File: config.mk
export PLATFORM = sky130hd
export DESIGN_NAME = axis_uart_tx_arbiter
export DESIGN_NICKNAME = d
export VERILOG_FILES = /design/src/rtl/axis_uart_arb_pkg.sv /design/src/rtl/uart_rr_picker.sv /design/src/rtl/axis_uart_tx_arbiter.sv
export SDC_FILE = /design/constraint.sdc
export NUM_CORES = 1
export LEC_CHECK = 0
export ABC_AREA = 0
export CAP_MARGIN = 20
export CORE_MARGIN = 4
export CORE_UTILIZATION = 38
export CTS_BUF_LIST = sky130_fd_sc_hd__clkbuf_4 sky130_fd_sc_hd__clkbuf_8
export DETAILED_ROUTE_END_ITERATION = 10
export PLACE_DENSITY = 0.79
export REMOVE_ABC_BUFFERS = 1
export SLEW_MARGIN = 20
export SYNTH_ARGS = -nofsm -noshare
export SYNTH_HDL_FRONTEND = slang
export SYNTH_SLANG_ARGS = --single-unit
File: constraint.sdc
create_clock -name clk -period 2 [get_ports clk]
set_input_delay 0.4 -clock clk [delete_from_list [all_inputs] [get_ports clk]]
set_output_delay 0.4 -clock clk [all_outputs]
set_load 0.01 [all_outputs]
File: src/rtl/axis_uart_arb_pkg.sv
`default_nettype none
// ============================================================================
// Module      : axis_uart_arb_pkg
// Description : Shared types, widths and round-robin helper for the UART TX
//               packet arbiter.
// Revision    : 1.0 - initial release
// ============================================================================
package axis_uart_arb_pkg;

    localparam int HDR_TAG_W = 4;
    localparam int PORT_ID_W = 4;

    typedef enum logic [1:0] {
        IDLE_ST    = 2'd0,
        HEADER_ST  = 2'd1,
        PAYLOAD_ST = 2'd2
    } arb_state_t;

    // First requesting port found searching last+1, last+2, ... modulo n.
    function automatic logic [PORT_ID_W-1:0] rr_next(
        input logic [15:0]          req,
        input logic [PORT_ID_W-1:0] last,
        input int                   n
    );
        logic [PORT_ID_W-1:0] pick;
        logic [PORT_ID_W-1:0] idx;
        logic                 found;
        pick  = '0;
        found = 1'b0;
        for (int i = 1; i <= 16; i++) begin
            idx = PORT_ID_W'((int'(last) + i) % n);
            if (!found && (i <= n) && req[idx]) begin
                pick  = idx;
                found = 1'b1;
            end
        end
        return pick;
    endfunction

endpackage
`default_nettype wire

File: src/rtl/uart_rr_picker.sv
`default_nettype none
// ============================================================================
// Module      : uart_rr_picker
// Description : Combinational rotate-priority encoder for round-robin grants.
// Revision    : 1.0 - initial release
// ============================================================================
module uart_rr_picker
    import axis_uart_arb_pkg::*;
#(
    parameter int N_PORTS = 4
) (
    input  logic [N_PORTS-1:0]   i_req,
    input  logic [PORT_ID_W-1:0] i_last,
    output logic [PORT_ID_W-1:0] o_grant,
    output logic                 o_valid
);

    assign o_grant = rr_next(16'(i_req), i_last, N_PORTS);
    assign o_valid = |i_req;

endmodule
`default_nettype wire

File: src/rtl/axis_uart_tx_arbiter.sv
`default_nettype none
// ============================================================================
// Module      : axis_uart_tx_arbiter
// Description : Round-robin, packet-atomic AXI-Stream arbiter feeding one UART
//               TX serializer; each packet is prefixed with {tag, port_id}.
// Revision    : 1.0 - initial release
// ============================================================================
module axis_uart_tx_arbiter
    import axis_uart_arb_pkg::*;
#(
    parameter int                   N_PORTS       = 4,
    parameter logic [HDR_TAG_W-1:0] HEADER_TAG    = 4'hA,
    parameter int                   MAX_PKT_BYTES = 256
) (
    input  logic                   clk,
    input  logic                   reset,
    input  logic [N_PORTS*8-1:0]   S_AXIS_TDATA,
    input  logic [N_PORTS-1:0]     S_AXIS_TVALID,
    input  logic [N_PORTS-1:0]     S_AXIS_TLAST,
    output logic [N_PORTS-1:0]     S_AXIS_TREADY,
    input  logic [N_PORTS-1:0]     PORT_EN,
    output logic [7:0]             M_AXIS_TDATA,
    output logic                   M_AXIS_TVALID,
    output logic                   M_AXIS_TLAST,
    input  logic                   M_AXIS_TREADY,
    output logic [PORT_ID_W-1:0]   GRANT_ID,
    output logic                   BUSY
);

    localparam int                   CNT_W      = $clog2(MAX_PKT_BYTES + 1);
    localparam logic [CNT_W-1:0]     C_CNT_LAST = CNT_W'(MAX_PKT_BYTES - 1);
    localparam logic [PORT_ID_W-1:0] C_LAST_RST = PORT_ID_W'(N_PORTS - 1);

    arb_state_t           r_state;
    arb_state_t           w_state_nxt;
    logic [PORT_ID_W-1:0] r_grant;
    logic [PORT_ID_W-1:0] r_last_grant;
    logic [CNT_W-1:0]     r_byte_cnt;
    logic [PORT_ID_W-1:0] w_pick;
    logic                 w_pick_valid;
    logic [7:0]           w_sel_data;
    logic                 w_sel_valid;
    logic                 w_sel_last;
    logic                 w_last;
    logic                 w_m_hs;

    uart_rr_picker #(
        .N_PORTS (N_PORTS)
    ) u_picker (
        .i_req   (S_AXIS_TVALID & PORT_EN),
        .i_last  (r_last_grant),
        .o_grant (w_pick),
        .o_valid (w_pick_valid)
    );

    // Granted-source selection
    always_comb begin
        w_sel_data  = '0;
        w_sel_valid = 1'b0;
        w_sel_last  = 1'b0;
        for (int i = 0; i < N_PORTS; i++) begin
            if (r_grant == PORT_ID_W'(i)) begin
                w_sel_data  = S_AXIS_TDATA[8*i +: 8];
                w_sel_valid = S_AXIS_TVALID[i];
                w_sel_last  = S_AXIS_TLAST[i];
            end
        end
    end

    always_comb begin
        w_state_nxt   = r_state;
        M_AXIS_TDATA  = '0;
        M_AXIS_TVALID = 1'b0;
        M_AXIS_TLAST  = 1'b0;
        S_AXIS_TREADY = '0;
        w_last        = 1'b0;
        case (r_state)
            IDLE_ST: begin
                if (w_pick_valid) begin
                    w_state_nxt = HEADER_ST;
                end
            end
            HEADER_ST: begin
                M_AXIS_TDATA  = {HEADER_TAG, r_grant};
                M_AXIS_TVALID = 1'b1;
                if (M_AXIS_TREADY) begin
                    w_state_nxt = PAYLOAD_ST;
                end
            end
            PAYLOAD_ST: begin
                // Byte-count limit forces a packet boundary without eating source TLAST
                w_last        = w_sel_last | (r_byte_cnt == C_CNT_LAST);
                M_AXIS_TDATA  = w_sel_data;
                M_AXIS_TVALID = w_sel_valid;
                M_AXIS_TLAST  = w_last;
                for (int i = 0; i < N_PORTS; i++) begin
                    S_AXIS_TREADY[i] = (r_grant == PORT_ID_W'(i)) & M_AXIS_TREADY;
                end
                if (w_sel_valid && M_AXIS_TREADY && w_last) begin
                    w_state_nxt = IDLE_ST;
                end
            end
            default: begin
                w_state_nxt = IDLE_ST;
            end
        endcase
    end

    assign w_m_hs = M_AXIS_TVALID & M_AXIS_TREADY;

    always_ff @(posedge clk) begin
        if (reset) begin
            r_state      <= IDLE_ST;
            r_grant      <= '0;
            r_last_grant <= C_LAST_RST;
            r_byte_cnt   <= '0;
        end else begin
            r_state <= w_state_nxt;
            case (r_state)
                IDLE_ST: begin
                    if (w_pick_valid) begin
                        r_grant <= w_pick;
                    end
                end
                HEADER_ST: begin
                    r_byte_cnt <= '0;
                end
                PAYLOAD_ST: begin
                    if (w_m_hs) begin
                        r_byte_cnt <= r_byte_cnt + CNT_W'(1);
                        if (w_last) begin
                            r_last_grant <= r_grant;
                        end
                    end
                end
                default: begin
                end
            endcase
        end
    end

    assign GRANT_ID = r_grant;
    assign BUSY     = (r_state != IDLE_ST);

endmodule
`default_nettype wire

==> results of run 1 <==
-- worst min path at each step --
stage                               end     startpoint  depth (start not counted)  slack (ns)
after floorplan           r_byte_cnt[7]  r_byte_cnt[7]                          2        0.44
after global placement    r_byte_cnt[8]  r_byte_cnt[8]                          2        0.47
after detailed placement  r_byte_cnt[7]  r_byte_cnt[7]                          2        0.47
after CTS                 r_byte_cnt[7]  r_byte_cnt[7]                          2        0.49
after global routing      r_byte_cnt[7]  r_byte_cnt[7]                          2        0.50
final                     r_byte_cnt[7]  r_byte_cnt[7]                          2        0.48
-- routing by layer --
metal / vias to the layer above / global-route usage
li1: 815 / -
met1: 826 / 0.238
met2: 53 / 0.419
met3: 15 / 0.0383
met4: 0 / 0.101
met5: - / 0
-- Yosys cell counts, types with 2 or more instances --
library cell,instances
nand3_1,7
or3_1,2
dfxtp_1,15
and3_1,7
buf_2,3
a21oi_1,9
mux4_2,5
o21ai_0,5
inv_1,8
or2_2,3
nor3_1,4
o31ai_1,2
mux4_1,4
buf_4,2
mux2_2,3
nor2_1,16
nor2b_1,7
a21o_1,2
nand2_1,8
nand2b_1,3
a22oi_1,7
mux2i_1,4
a311oi_1,2
o22ai_1,2
a221o_1,2
clkbuf_1,5
a31oi_1,2
ha_1,5
-- power groups by stage --
stage	clock [µW]	sequential, µW	combinational, µW
2_1_floorplan	0	393	455
3_3_place_gp	0	349	993
3_5_place_dp	0	350	1010
4_1_cts	202	355	1200
5_1_grt	212	358	1380
6_report	197	356	1300
-- critical path: stages (launching register included) --
cell and delay (ns):
dfxtp_2 0.37, ha_4 0.16, nand2_4 0.05, buf_4 0.13, buf_4 0.12, buf_4 0.12, buf_4 0.13, buf_4 0.12
buf_4 0.12, buf_4 0.12, buf_4 0.12, buf_4 0.12, buf_4 0.12, buf_4 0.13, nor4_4 0.12, a221o_1 0.16
-- registers in the layout, indices dropped and copies added, names as in the netlist --
name	count
r_last_grant	2
r_state	2
r_byte_cnt	9
GRANT_ID	2
-- per-stage QoR --
| stage | util | cell area [µm²] |
|---|---|---|
| global route | 0.759 | 2570 |
| CTS | 0.738 | 2500 |
| finish | 0.759 | 2570 |
| floorplan | - | 1290 |
| global placement | 0.669 | 2270 |
| detailed placement | 0.669 | 2270 |
-- logic make-up after synthesis --
logic type      share of synthesized area
simple gates                        0.230
compound gates                      0.212
buf+inv                            0.0696
mux                                 0.216
flops                               0.223
fa+ha+maj                          0.0464
other cells                       0.00278
-- area by class of cell --
class / count / area [µm²] / area share
Clock inverter: 1 / 7.51 / 0.00292
Multi-Input combinational cell: 124 / 1080 / 0.421
Inverter: 8 / 30.0 / 0.0117
Timing Repair Buffer: 120 / 1060 / 0.413
Sequential cell: 15 / 308 / 0.120
Clock buffer: 3 / 22.5 / 0.00875
Tap cell: 46 / 57.6 / 0.0224
-- repair_timing --
item,CTS,global route
resized for setup,81,17
pin swaps,18,5
setup buffers,16,3
hold endpoints to repair,0,0
cloned,1,0
endpoints found under the setup margin,20,18
==> results.md, run 1 <==
* complete, but fails checks — result of the run
* setup timing — violations in the final reports
* register to register — class of the worst hold path
* 0 — total gr overflow
* 158 — cell count after synthesis
* 193 µm — Routed met3 length
* 42 — count of distinct cell types in the synthesized netlist
* clkbuf_4 — clk root buf
* 0 — Async SR Flop Fraction
* 0 — antenna violations before repair
* 0 — Final Hold Fails
* 51 x buf_4, 45 x clkdlybuf4s50_1, 15 x nor2_1 — commonest non-fill, non-tap cells in the layout
* 0.31 ns — worst skew pair latency
* 1350 µm² — synthesized cell area
* 4570 µm² — area of the die
* dfxtp_1 — dominant register cell in the synthesized netlist
* 0.000566 V — Max IR drop VDD
* 1681 — number of global-route vias before repair
* 1150 µW — Internal Dissipation
* r_byte_cnt[1] — startpoint of the most critical register-to-register path
* 1 — H-tree depth
* 2.51 ns — worst endpoint data arrival time
* 0 — total DRC errors in the routed layout
* 15 — R2R cell count
* register — critical path endpoint category
* 720 nW/µm² — ratio of total power to cell area
* 1.92 mm — met1 layer wirelength in the final routing
* dfxtp_1 22%, mux4_2 8.3%, mux4_1 7.8% — Synth area leaders
* 0 — number of pins with negative max-slew slack in the final report
* 0.11 ns — clock-pin slew reported for the worst setup and hold paths after clock tree synthesis
* 317 — Finished Layout Cells
* 99 — count of routing violations after the opening detailed-route iteration
* built — CTS tree
* 1850 µW — Pwr Total
* 15 — post-synthesis sequential element count
* 15 — clk sink count
* r_byte_cnt[6] — worst setup path endpoint
* 3390 µm² — core outline area
* 1709 — vias post-DR
* 0.223 — total global routing track utilization
* 0.432 — share of post-route cells with drive strength above 1
* 67.6 µm — Vert. Die Dim
* 0.223 — Seq/Total Area, Yosys
* -0.600 ns — worst-case setup slack after placement
* 707 µW — Switch Pwr
* 0.00107 µW — static leakage
* 0 — number of synthesized flops with an enable pin
* 2.79 mm — routed length on met2
* register — element type at the critical path start
* 8.54 µm² — average footprint of a synthesized cell
* register to register — worst setup path class
* 232 — fillers
* 0 — number of buffers added to fix hold violations after cts
* 1.13 — final worst-path cycle share
* 21 — row count
* 0 — final antenna-violating net count
* 2.25 ns — worst endpoint required time
* 0.106 — Clock Power Share
* 0.0148 ns — skew final
* 0.398 — starting density of the core
* r_byte_cnt[1] — source of the critical timing path
* 324 — NumNets Final
* 5.39 — Vias per Instance
* 0.483 ns — minimum hold slack
* 0 — count of warnings emitted by yosys
* 293 — Placed Cells incl. Taps
* buf_4 — commonest non-fill, non-tap cell in the layout
* 67.6 µm — horizontal extent of the die
* 0 — max-cap violation count
* 90.7% — P&R area growth vs syn
* 2 — Clock Tree Buf Depth
* yes — unrepaired setup endpoints after global routing
* 0.701 — combinational group share of total power
* 0.192 — Reg power frac
* -0.263 ns — worst-case setup margin in the final layout
* 442 MHz — maximum frequency from static timing analysis
* 63 — number of input and output port buffers inserted
* 0.835 — final RePlAce weighted congestion
* r_byte_cnt[6] — RR Endpoint
* 0 — count of antenna diodes in the layout
* met4 — uppermost routed layer
* -1.61 ns — post-route setup TNS
* dfxtp_1 — area leader, netlist
* 5.04 mm — final routed wirelength across all metal layers
* -0.26 ns — Reg2Reg Setup Slack
* 15.9 µm — drt wl/cell
* 2.26 ns — clock period minus final worst setup slack
* 0.223 — post-synth top area share
* 0.382 — switching share of power
* 12 — largest net degree at the start of global routing
* 2 — CP max FO
* 66 — # IOs
* 3.26 mm — Final HPWL DP
* 4 — length of the first detailed-routing pass in iterations
* 7.66 mm — first-pass GRT wire length
* 12 — Setup-failing EPs final
* 3 — number of buffers inserted during clock tree synthesis
Power figures use the tool's default switching activity.
==> run 2: changes to the inputs <==
--- a/config.mk
+++ b/config.mk
@@ -18,2 +18,3 @@
 export SYNTH_HDL_FRONTEND = slang
 export SYNTH_SLANG_ARGS = --single-unit
+export TNS_END_PERCENT = 5
==> constraint.sdc (replaced) <==
create_clock -name clk -period 2 [get_ports clk]
set_input_delay 0.6 -clock clk [delete_from_list [all_inputs] [get_ports clk]]
set_output_delay 0.6 -clock clk [all_outputs]
set_load 0.01 [all_outputs]
==> run 2 against run 1 <==
The flow still finishes with violations (setup timing); setup slack lost 0.16 ns; clock power grew 5%; total power shrank 12%; cell count shrank 2.5%; routed wire length shrank 11%; global-route usage shrank 0.72 points.
==> results.md, run 2 (same netlist as run 1, synthesis figures left out) <==
* 1.82 ns — worst endpoint data arrival time, -0.69 ns
* 0 — final antenna-violating net count, unchanged
* r_byte_cnt[1] — startpoint of the most critical register-to-register path
* 0 — number of buffers added to fix hold violations after cts, unchanged
* 21 — row count, unchanged
* -3.10 ns — post-route setup TNS, -1.49 ns
* 0 — antenna violations before repair, unchanged
* 309 — Finished Layout Cells, -2.5%
* 4570 µm² — area of the die, unchanged
* 2.42 ns — clock period minus final worst setup slack, +0.161 ns
* 2 — Clock Tree Buf Depth, unchanged
* r_byte_cnt[4] — launch instance of the worst min-delay path
* 316 — NumNets Final, -2.5%
* 0 — total DRC errors in the routed layout, unchanged
* register — element type at the critical path start
* buf_4 — commonest non-fill, non-tap cell in the layout
* 3 — number of buffers inserted during clock tree synthesis, unchanged
* r_byte_cnt — largest register by flop count
* 75 — count of routing violations after the opening detailed-route iteration, -24%
* 0.35 ns — slowest cell delay on critical path, -0.02 ns
* clkbuf_4 — clk root buf
* 0.216 — total global routing track utilization, -0.00715
* ha_4 > nand2_4 > nor2_2 > and3_1 > ha_2 > or2_4 > o22ai_4 > nor2_1 > buf_2 — cell chain of the critical path
* 5.24 — Vias per Instance, -2.9%
* 1.21 — final worst-path cycle share, +0.0805
* 0.801 — final RePlAce weighted congestion, -4.1%
* 4.51 mm — final routed wirelength across all metal layers, -11%
* complete, but fails checks — result of the run
* met2 — global routing's busiest layer
* 14.6 µm — drt wl/cell, -8.3%
* 0 — max-cap violation count, unchanged
* register to register — class of the worst hold path
* 9 — max FFs per register, unchanged
* yes — unrepaired setup endpoints after global routing
* built — CTS tree
* 1699 — number of global-route vias before repair, +1.1%
* 13 — largest net degree at the start of global routing, +1
* 0.10 ns — clock-pin slew reported for the worst setup and hold paths after clock tree synthesis, about the same
* 0.0366 — GR Util met3, -0.00166
* 1 — H-tree depth, unchanged
* 689 nW/µm² — ratio of total power to cell area, -4.3%
* 75.1% — P&R area growth vs syn
* 15 — Setup-failing EPs final, +3
* 0 — Final Hold Fails, unchanged
* 0.417 — met2 layer usage reported by global route, -0.00243
* -0.424 ns — worst-case setup margin in the final layout, -0.161 ns
* 0.00514 ns — skew final, -0.00964 ns
* r_byte_cnt[1] — source of the critical timing path
* 297 — Placed Cells incl. Taps, +1.4%
* 0.246 — met1 layer usage reported by global route, +0.00836
* 1618 — vias post-DR, -5.3%
* 0 — count of antenna diodes in the layout, unchanged
* 15 — clk sink count, unchanged
* 67.6 µm — Vert. Die Dim, unchanged
* 3390 µm² — core outline area, unchanged
* 0 — number of pins with negative max-slew slack in the final report, unchanged
* 3.38 mm — Final HPWL DP, +3.8%
* 1.40 ns — worst endpoint required time, -0.85 ns
* 66 — # IOs, unchanged
* register to primary output — worst setup path class
* 47 x buf_4, 36 x dlygate4sd2_1, 15 x nor2_1 — commonest non-fill, non-tap cells in the layout
* 7.60 mm — first-pass GRT wire length, -0.82%
* 0.497 ns — minimum hold slack, +0.0140 ns
* 0.30 ns — worst skew pair latency, about the same
* 4 — length of the first detailed-routing pass in iterations, unchanged
* 0.398 — starting density of the core, unchanged
* primary output — critical path endpoint category
* 0 — total gr overflow, unchanged
* 413 MHz — maximum frequency from static timing analysis, -6.6%
* 63 — number of input and output port buffers inserted, unchanged
* 1630 µW — Pwr Total, -12%
* 0.399 — share of post-route cells with drive strength above 1, -0.0325
* 67.6 µm — horizontal extent of the die, unchanged
* 0.000508 V — Max IR drop VDD, -10%
* dfxtp_2 — highest-delay cell along the critical path
* 2 — CP max FO, unchanged
* setup timing — violations in the final reports
* 0.00108 µW — static leakage, +0.53%
==> run 2: cell types whose count changed in the layout (fill, tap and decap cells not counted), moves of 3 or more <==
cell,delta
buf_6,-4
dlygate4sd2_1,+32
clkdlybuf4s50_1,-36
buf_4,-4
clkbuf_2,-3
buf_2,+6
==> run 2: worst max-delay path, delay by kind of cell, from the launching register on <==
kind | cells | cell delay [ns]
flops | 1 | 0.35
buf+inv | 1 | 0.13
fa+ha+maj | 2 | 0.35
compound gates | 1 | 0.11
simple gates | 5 | 0.58
==> run 2: path summary, 6_finish.rpt <==
| kind | to | slack [ns] | cells after the start |
|---|---|---|---|
| setup reg to reg | r_state[1] | -0.10 | 9 |
| hold / removal | r_byte_cnt[4] | 0.50 | 2 |
| hold reg to reg | r_byte_cnt[4] | 0.50 | 2 |
| setup / recovery | M_AXIS_TLAST | -0.42 | 9 |
==> run 2: area by class of cell <==
type                    count  area, µm²
multi-input cells         124       1030
fillers                   299       1030
repair buffers            112        910
flip-flops and latches     15        308
well taps                  46       57.6
clock buffers               4       30.0
inverters                   8       30.0
==> run 2: power by group <==
group          switching [µW]  internal (µW)
registers                24.9            329
logic                     498            571
clock network             114           91.4
total                     637            991
==> run 2: metal layers <==
| metal | wire length [µm] | vias up |
|---|---|---|
| met5 | 0 | - |
| met3 | 188 | 7 |
| li1 | - | 800 |
| met1 | 1890 | 770 |
| met4 | 29 | 0 |
| met2 | 2400 | 41 |
==> run 2: repair_timing <==
item,in CTS,in global routing
endpoints found under the hold margin,0,0
endpoints found under the setup margin,30,21
resized for setup,129,6
setup buffers,7,1
pin swaps,16,3
==> run 2: metrics by stage <==
step | utilization | cell area (µm²) | setup slack, ns
finish | 0.697 | 2360 | -0.424
global route | 0.697 | 2360 | -0.484
CTS | 0.687 | 2330 | -0.396
detailed placement | 0.674 | 2280 | -1.01
global placement | 0.674 | 2280 | -0.994
floorplan | - | 1290 | -0.350
==> run 3: changes to the inputs <==
CORE_UTILIZATION = 37   (was 38)
CTS_BUF_LIST = sky130_fd_sc_hd__clkbuf_16   (was sky130_fd_sc_hd__clkbuf_4 sky130_fd_sc_hd__clkbuf_8)
PLACE_DENSITY = 0.77   (was 0.79)
==> run 3 against run 2 <==
The run still ends with setup timing left; setup slack improved by 0.063 ns; highest routed layer unchanged; utilization increased by 2.2 points; largest cell class unchanged; count of clock-buffer cells in the layout decreased by 1; non-clock buffer count decreased by 6; via count decreased by 1.7%; largest power group unchanged.
==> results.md, run 3 (same netlist as run 1, synthesis figures left out) <==
* complete, but fails checks — result of the run
* setup timing — violations in the final reports
* 1.76 ns — worst endpoint data arrival time, -0.06 ns
* 6.82 mm — first-pass GRT wire length, -10%
* 0 — Final Hold Fails, unchanged
* 0 — antenna violations before repair, unchanged
* 2 — CP max FO, unchanged
* 42 x buf_4, 25 x clkdlybuf4s15_1, 14 x nor2_1 — commonest non-fill, non-tap cells in the layout
* 0.395 — starting density of the core, -0.00306
* 15 — clk sink count, unchanged
* 0 — count of antenna diodes in the layout, unchanged
* clkbuf_16 — clk root buf
* 1.40 ns — worst endpoint required time, about the same
* register — element type at the critical path start
* 1591 — vias post-DR, -1.7%
* 2 — Clock Tree Buf Depth, unchanged
* 92 — count of routing violations after the opening detailed-route iteration, +23%
* 424 MHz — maximum frequency from static timing analysis, +2.6%
* register to register — class of the worst hold path
* r_byte_cnt[4] — launch instance of the worst min-delay path
* register to primary output — worst setup path class
* built — CTS tree
* 0.00106 µW — static leakage, -1.8%
* 310 — NumNets Final, -1.9%
* 15 — largest net degree at the start of global routing, +2
* -1.01 ns — worst-case setup slack after placement, -0.00449 ns
* 4680 µm² — area of the die, +2.4%
* 0 — final antenna-violating net count, unchanged
* simple AND/OR/NAND/NOR gates — family with the most delay on the worst path
* 68.4 µm — Vert. Die Dim, +1.2%
* 761 nW/µm² — ratio of total power to cell area, +10%
* r_byte_cnt[0] — source of the critical timing path
* 0.05 ns — clock-pin slew reported for the worst setup and hold paths after clock tree synthesis, -0.05 ns
* 0.493 ns — minimum hold slack, -0.00424 ns
* 1.18 — final worst-path cycle share, -0.0313
* 1556 — number of global-route vias before repair, -8.4%
* 0.412 — share of post-route cells with drive strength above 1, +0.0132
* dfxtp_2 — highest-delay cell along the critical path
* 0 — total gr overflow, unchanged
* buf_4 — commonest non-fill, non-tap cell in the layout
* -0.361 ns — worst-case setup margin in the final layout, +0.0625 ns
* 66 — # IOs, unchanged
* 14.4 µm — drt wl/cell, -0.94%
* 63 — number of input and output port buffers inserted, unchanged
* primary output — critical path endpoint category
* 3.32 mm — Final HPWL DP, -1.8%
* 0 — max-cap violation count, unchanged
* 82.0% — P&R area growth vs syn
* 5.25 — Vias per Instance, +0.28%
* 68.4 µm — horizontal extent of the die, +1.2%
* 2.36 ns — clock period minus final worst setup slack, -0.0625 ns
* 11 — Setup-failing EPs final, -4
* ha_4 — most common cell type on the critical path
* 0.33 ns — slowest cell delay on critical path, -0.02 ns
* 9 — max FFs per register, unchanged
* 1 — CP Buf/Inv Count, unchanged
* 254 — fillers, -15%
* 3 — number of buffers inserted during clock tree synthesis, unchanged
* 0.195 — total global routing track utilization, -0.0208
* 21 — row count, unchanged
* 0 — number of pins with negative max-slew slack in the final report, unchanged
* 0.25 ns — worst skew pair latency, -0.05 ns
* 4 — length of the first detailed-routing pass in iterations, unchanged
* 1 — H-tree depth, unchanged
* 0.000610 V — Max IR drop VDD, +20%
* 0.00188 ns — skew final, -0.00327 ns
* 3420 µm² — core outline area, +0.78%
* 0.898 — final RePlAce weighted congestion, +12%
* r_byte_cnt[0] — startpoint of the most critical register-to-register path
* r_byte_cnt — largest register by flop count
* ha_4 > nand2_4 > nor2_4 > and3_4 > ha_4 > or2_4 > o22ai_4 > nor2_2 > buf_2 — cell chain of the critical path
* 0 — total DRC errors in the routed layout, unchanged
* 4.38 mm — final routed wirelength across all metal layers, -2.9%
* yes — unrepaired setup endpoints after global routing
run 3: cell types whose count changed in the layout (fill, tap and decap cells not counted), sizes merged:
cell,delta
clkbuf,+1
clkinv,+1
clkdlybuf4s50,+1
dlygate4sd2,-27
clkdlybuf4s15,+22
buf,-4
run 3: metrics by stage:
| step | std cells | total power, µW | util | setup TNS (ns) | cell area [µm²] |
|---|---|---|---|---|---|
| 2_1_floorplan | 147 | 848 | - | -3.03 | 1290 |
| 3_3_place_gp | 294 | 1320 | 0.666 | -15.05 | 2270 |
| 3_5_place_dp | 294 | 1340 | 0.666 | -15.53 | 2270 |
| 4_1_cts | 301 | 1790 | 0.690 | -2.54 | 2360 |
| 5_1_grt | 303 | 1980 | 0.719 | -2.85 | 2450 |
| 6_report | 303 | 1870 | 0.719 | -2.19 | 2450 |
run 3: timing repair:
action | 4_1_cts | 5_1_grt
pin swaps | 12 | 10
hold buffers | 0 | 0
endpoints found under the setup margin | 30 | 24
hold endpoints to repair | 0 | 0
resized for setup | 151 | 20
setup buffers | 3 | 2
run 3: worst min-delay path: stages, from the launching register on:
cell and delay [ns]:
dfxtp_1 0.32, o21ai_0 0.07, a21oi_1 0.06
run 3: worst paths after layout:
kind / end / slack, ns / cells after the start
hold / removal: r_byte_cnt[4] / 0.49 / 2
setup reg to reg: r_state[1] / -0.07 / 9
hold reg to reg: r_byte_cnt[4] / 0.49 / 2
setup / recovery: M_AXIS_TLAST / -0.36 / 9
run 3: final cells by class:
cell class              instances  area [µm²]  area share
clock buffers                   3        75.1      0.0306
clock inverters                 1        5.00     0.00204
inverters                       8        30.0      0.0122
multi-input cells             124        1090       0.445
flip-flops and latches         15         309       0.126
well taps                      46        57.6      0.0234
repair buffers                106         886       0.361
run 3: where the power goes:
part           internal [µW]  switching [µW]  total, µW
sequential               331            30.8        361
clock                    268             133        401
combinational            592             513       1100
run 3: layer usage:
metal / vias up / part of all wire / global-route usage
met2: 50 / 0.54 / 0.365
met1: 747 / 0.41 / 0.223
met5: - / 0 / 0
li1: 790 / - / -
met3: 4 / 0.047 / 0.0460
met4: 0 / 0.0057 / 0.0372
==> RTL edit 1 (flow settings as in run 2) <==
`N_PORTS` is set to 4 in 2 places; all go to 2.
--- a/src/rtl/uart_rr_picker.sv
+++ b/src/rtl/uart_rr_picker.sv
@@ -8,5 +8,5 @@
     import axis_uart_arb_pkg::*;
 #(
-    parameter int N_PORTS = 4
+    parameter int N_PORTS = 2
 ) (
     input  logic [N_PORTS-1:0]   i_req,
--- a/src/rtl/axis_uart_tx_arbiter.sv
+++ b/src/rtl/axis_uart_tx_arbiter.sv
@@ -9,5 +9,5 @@
     import axis_uart_arb_pkg::*;
 #(
-    parameter int                   N_PORTS       = 4,
+    parameter int                   N_PORTS       = 2,
     parameter logic [HDR_TAG_W-1:0] HEADER_TAG    = 4'hA,
     parameter int                   MAX_PKT_BYTES = 256
Interface: changed (5 resized); port bits go from 66 to 42. The function was not compared with the original's and may differ.
==> RTL edit 1 against run 2 <==
- the flow still finishes with violations (setup timing)
- synthesized area fell by 25%
- worst setup slack improved by 0.18 ns
- count of clock-buffer cells in the layout did not move
- final area fell by 24%
- via count fell by 26%
- non-clock buffer count fell by 37
- sequential cell count fell by 2
- utilization rose by 2.5 points
- combinational power fell by 63%
- sequential power fell by 22%
- sequential share of layout area rose by 1.8 points
- routed wire length fell by 22%
- total power fell by 48%
- critical path type is now in -> out
- largest power group unchanged
==> RTL edit 1: results (changes against run 2) <==
- NonClk Buf Share: 35.2% (-3.3 points)
- Arrival time of the worst setup path: 1.64 ns (-0.18 ns)
- Multi-input gates: 100 (-19%)
- Ratio of cells with drive above 1 in the final layout: 40.4% (+0.48 points)
- Sum Neg Setup Slack: -1.34 ns (+1.76 ns)
- Critical Path Slowest Stage Cell: clkdlybuf4s50_1
- PortBufs: 38 (-40%)
- CTS clock-pin slew for the worst setup and hold paths: 0.08 ns (-0.02 ns)
- Buffers excl. clock: 75 (-33%)
- Setup Viol. Count Final: 10 (-5)
- Proportion of synthesized area in mux cells: 14.2% (-7.4 points)
- Synth Area in XOR/XNOR: 0.866% (+0.87 points)
- Ranking of synthesized cells by instance count: dfxtp_1, nor2_1, nand3_1
- Violated checks: setup timing
- Fillers: 191 (-36%)
- Max incr delay on CP: 0.41 ns (+0.06 ns)
- Seq/Total Area, Yosys: 25.7% (+3.5 points)
- Critical path fanouts, max: 3 (+1)
- Leading post-synthesis cells by cell area: dfxtp_1, ha_1, mux2i_1
- Post-Syn Area per Cell: 8.09 µm² (-5.3%)
- Clock latency on the worst-skew pair: 0.28 ns (-0.02 ns)
- Compound-Gate Fraction of Synth Area: 19.9% (-1.3 points)
- Multi-input gate area: 812 µm² (-21%)
- Peak supply drop: 0.465 mV (-8.5%)
- Iter 0 DRT Violations: 35 (-53%)
- GRT Overall Usage: 21.3% (-0.29 points)
- GP Congestion: 0.773 (-3.4%)
- Distinct cells, synth: 38 (-9.5%)
- Setup Skew: 0.00573 ns (+0.000590 ns)
- Status: finished, violations left
- Final worst setup slack: -0.242 ns (+0.182 ns)
- Routed len/inst: 15.4 µm (+5.5%)
==> RTL edit 1: worst max-delay path, delay by kind of cell <==
kind / cells / cell delay, ns
and+or+nand+nor: 2 / 0.20
buffers and inverters: 2 / 0.55
muxes: 1 / 0.28
==> RTL edit 1: path summary, 6_finish.rpt <==
check | startpoint | endpoint | slack, ns
setup / recovery | S_AXIS_TLAST[1] | M_AXIS_TLAST | -0.24
hold / removal | r_byte_cnt[8] | r_byte_cnt[8] | 0.50
setup reg to reg | r_state[0] | r_byte_cnt[7] | 0.08
hold reg to reg | r_byte_cnt[8] | r_byte_cnt[8] | 0.50
==> RTL edit 1: logic make-up (layout without fill, tap and decap cells) <==
logic type / count (synthesis) / after routing
XOR/XNOR: 1 / 1
AND/OR/NAND/NOR: 50 / 50
other: 1 / 3
AO/OA/AOI/OAI: 27 / 27
buffers and inverters: 14 / 85
adder cells (fa/ha/maj): 6 / 6
multiplexers: 13 / 13
flip-flops: 13 / 13
==> RTL edit 1: per-stage QoR <==
stage          cell area [µm²]  hold WS, ns  util (%)
6_report                  1800        0.496      72.2
3_5_place_dp              1640        0.487      65.5
4_1_cts                   1770        0.501      70.7
2_1_floorplan              972        0.442         -
3_3_place_gp              1640        0.455      65.5
5_1_grt                   1800        0.525      72.2
==> RTL edit 1: layer usage <==
metal,routed length (µm),global-route usage [%],vias to the layer above
met3,116,1.96,2
met5,0,0,-
met1,1370,24.0,576
li1,-,-,590
met2,2010,41.7,24
met4,9,5.70,0
==> RTL edit 1: power breakdown <==
part	total [mW]	internal, mW	switching (mW)
combinational	0.395	0.210	0.184
sequential	0.276	0.268	0.00802
clock	0.180	0.0909	0.0887
total	0.850	0.569	0.281
==> RTL edit 2 (flow settings as in run 2) <==
Without the edit above. Reset style: asynchronous (`reset`), changed in one clocked block.
--- a/src/rtl/axis_uart_tx_arbiter.sv
+++ b/src/rtl/axis_uart_tx_arbiter.sv
@@ -109,5 +109,5 @@
     assign w_m_hs = M_AXIS_TVALID & M_AXIS_TREADY;
 
-    always_ff @(posedge clk) begin
+    always_ff @(posedge clk or posedge reset) begin
         if (reset) begin
             r_state      <= IDLE_ST;
Formal check against the unedited RTL: differs if reset is asserted again (counterexample within 4 cycles, from zero or initial values and one cycle with reset high); with reset held inactive, the same outputs for 4 cycles.
==> RTL edit 2 against run 2 <==
- routed wire length down 3.5%
- sequential cell count did not move
- fmax down 5.0%
- worst setup slack worse by 0.13 ns
- critical path depth did not move
- final cell count is 1.6% lower
- largest cell class unchanged
- the flow still finishes with violations (setup timing)
- synthesized area is 1.4% higher
- clock skew is 0.0026 ns lower
- total power grew 55%
- final area is 1.1% higher
==> RTL edit 2: results (changes against run 2) <==
- Sw frac: 40.2% (+1.0 points)
- Peak supply drop: 0.528 mV (+3.9%)
- Die W: 68.0 µm (+0.61%)
- Pwr Density: 1050 nW/µm² (+53%)
- WHS Endpoint: r_byte_cnt[8]
- Setup Skew: 0.00250 ns (-0.00265 ns)
- Post-CTS Repair Setup Buffers: 3 (-4)
- DR vias: 1526 (-5.7%)
- Buffers excl. clock: 111 (-0.89%)
- Leakage: 1.12 nW (+3.8%)
- Register Area: 380 µm² (+24%)
- Worst Reg-to-Reg Cells: 11 (+2)
- Register share of total power: 18.5% (-3.2 points)
- Seq_cells: 15 (unchanged)
- Ratio of cells with drive above 1 in the final layout: 39.9% (about the same)
- WL met3: 286 µm (+52%)
- Status: finished, violations left
- GRT met3 Usage: 2.96% (-0.70 points)
- Reg2Reg Capture Point: r_last_grant[1]
- HPWL Detailed: 3420 µm (+1.1%)
- Setup Viol. Count Final: 19 (+4)
- Comb power: 1.88 mW (+76%)
- Post-DP Area: 2360 µm² (+3.3%)
- Final worst setup slack: -0.552 ns (-0.128 ns)
- NumNets Final: 311 (-1.6%)
- Primary FF master, synth: dfrtp_1
- WL met2: 2190 µm (-8.9%)
- Critical Path Slowest Stage Cell: dfrtp_1
- Sum Neg Setup Slack: -3.91 ns (-0.813 ns)
- Clock latency on the worst-skew pair: 0.28 ns (-0.02 ns)
- NonClk Buf Share: 38.7% (+0.17 points)
- Violated checks: setup timing
- Met1 usage: 23.3% (-1.3 points)
- GRT Overall Usage: 19.1% (-2.5 points)
[RTL edit 2: cell count changes after synthesis, moves of 6 or more]
cell and change:
nand2_1 +8, and3_1 -6, dfxtp_1 -15, a22oi_1 -7
dfrtp_1 +13, nor2_1 -11
[RTL edit 2: kinds of logic (layout without fill, tap and decap cells)]
| group | Yosys count | after routing | share of synthesized area (%) |
|---|---|---|---|
| AND/OR/NAND/NOR | 51 | 51 | 18.7 |
| AO/OA/AOI/OAI | 43 | 43 | 22.8 |
| buffers and inverters | 20 | 126 | 6.68 |
| multiplexers | 15 | 15 | 18.8 |
| flip-flops | 15 | 15 | 27.6 |
| adder cells (fa/ha/maj) | 5 | 5 | 4.57 |
| other | 1 | 2 | 0.274 |
| XOR/XNOR | 1 | 1 | 0.641 |
[RTL edit 2: stage by stage]
stage / util [%] / setup WS, ns
after floorplan: - / -0.400
final: 69.9 / -0.552
after global placement: 69.1 / -0.793
after global routing: 69.9 / -0.650
after detailed placement: 69.1 / -0.851
after CTS: 69.3 / -0.546
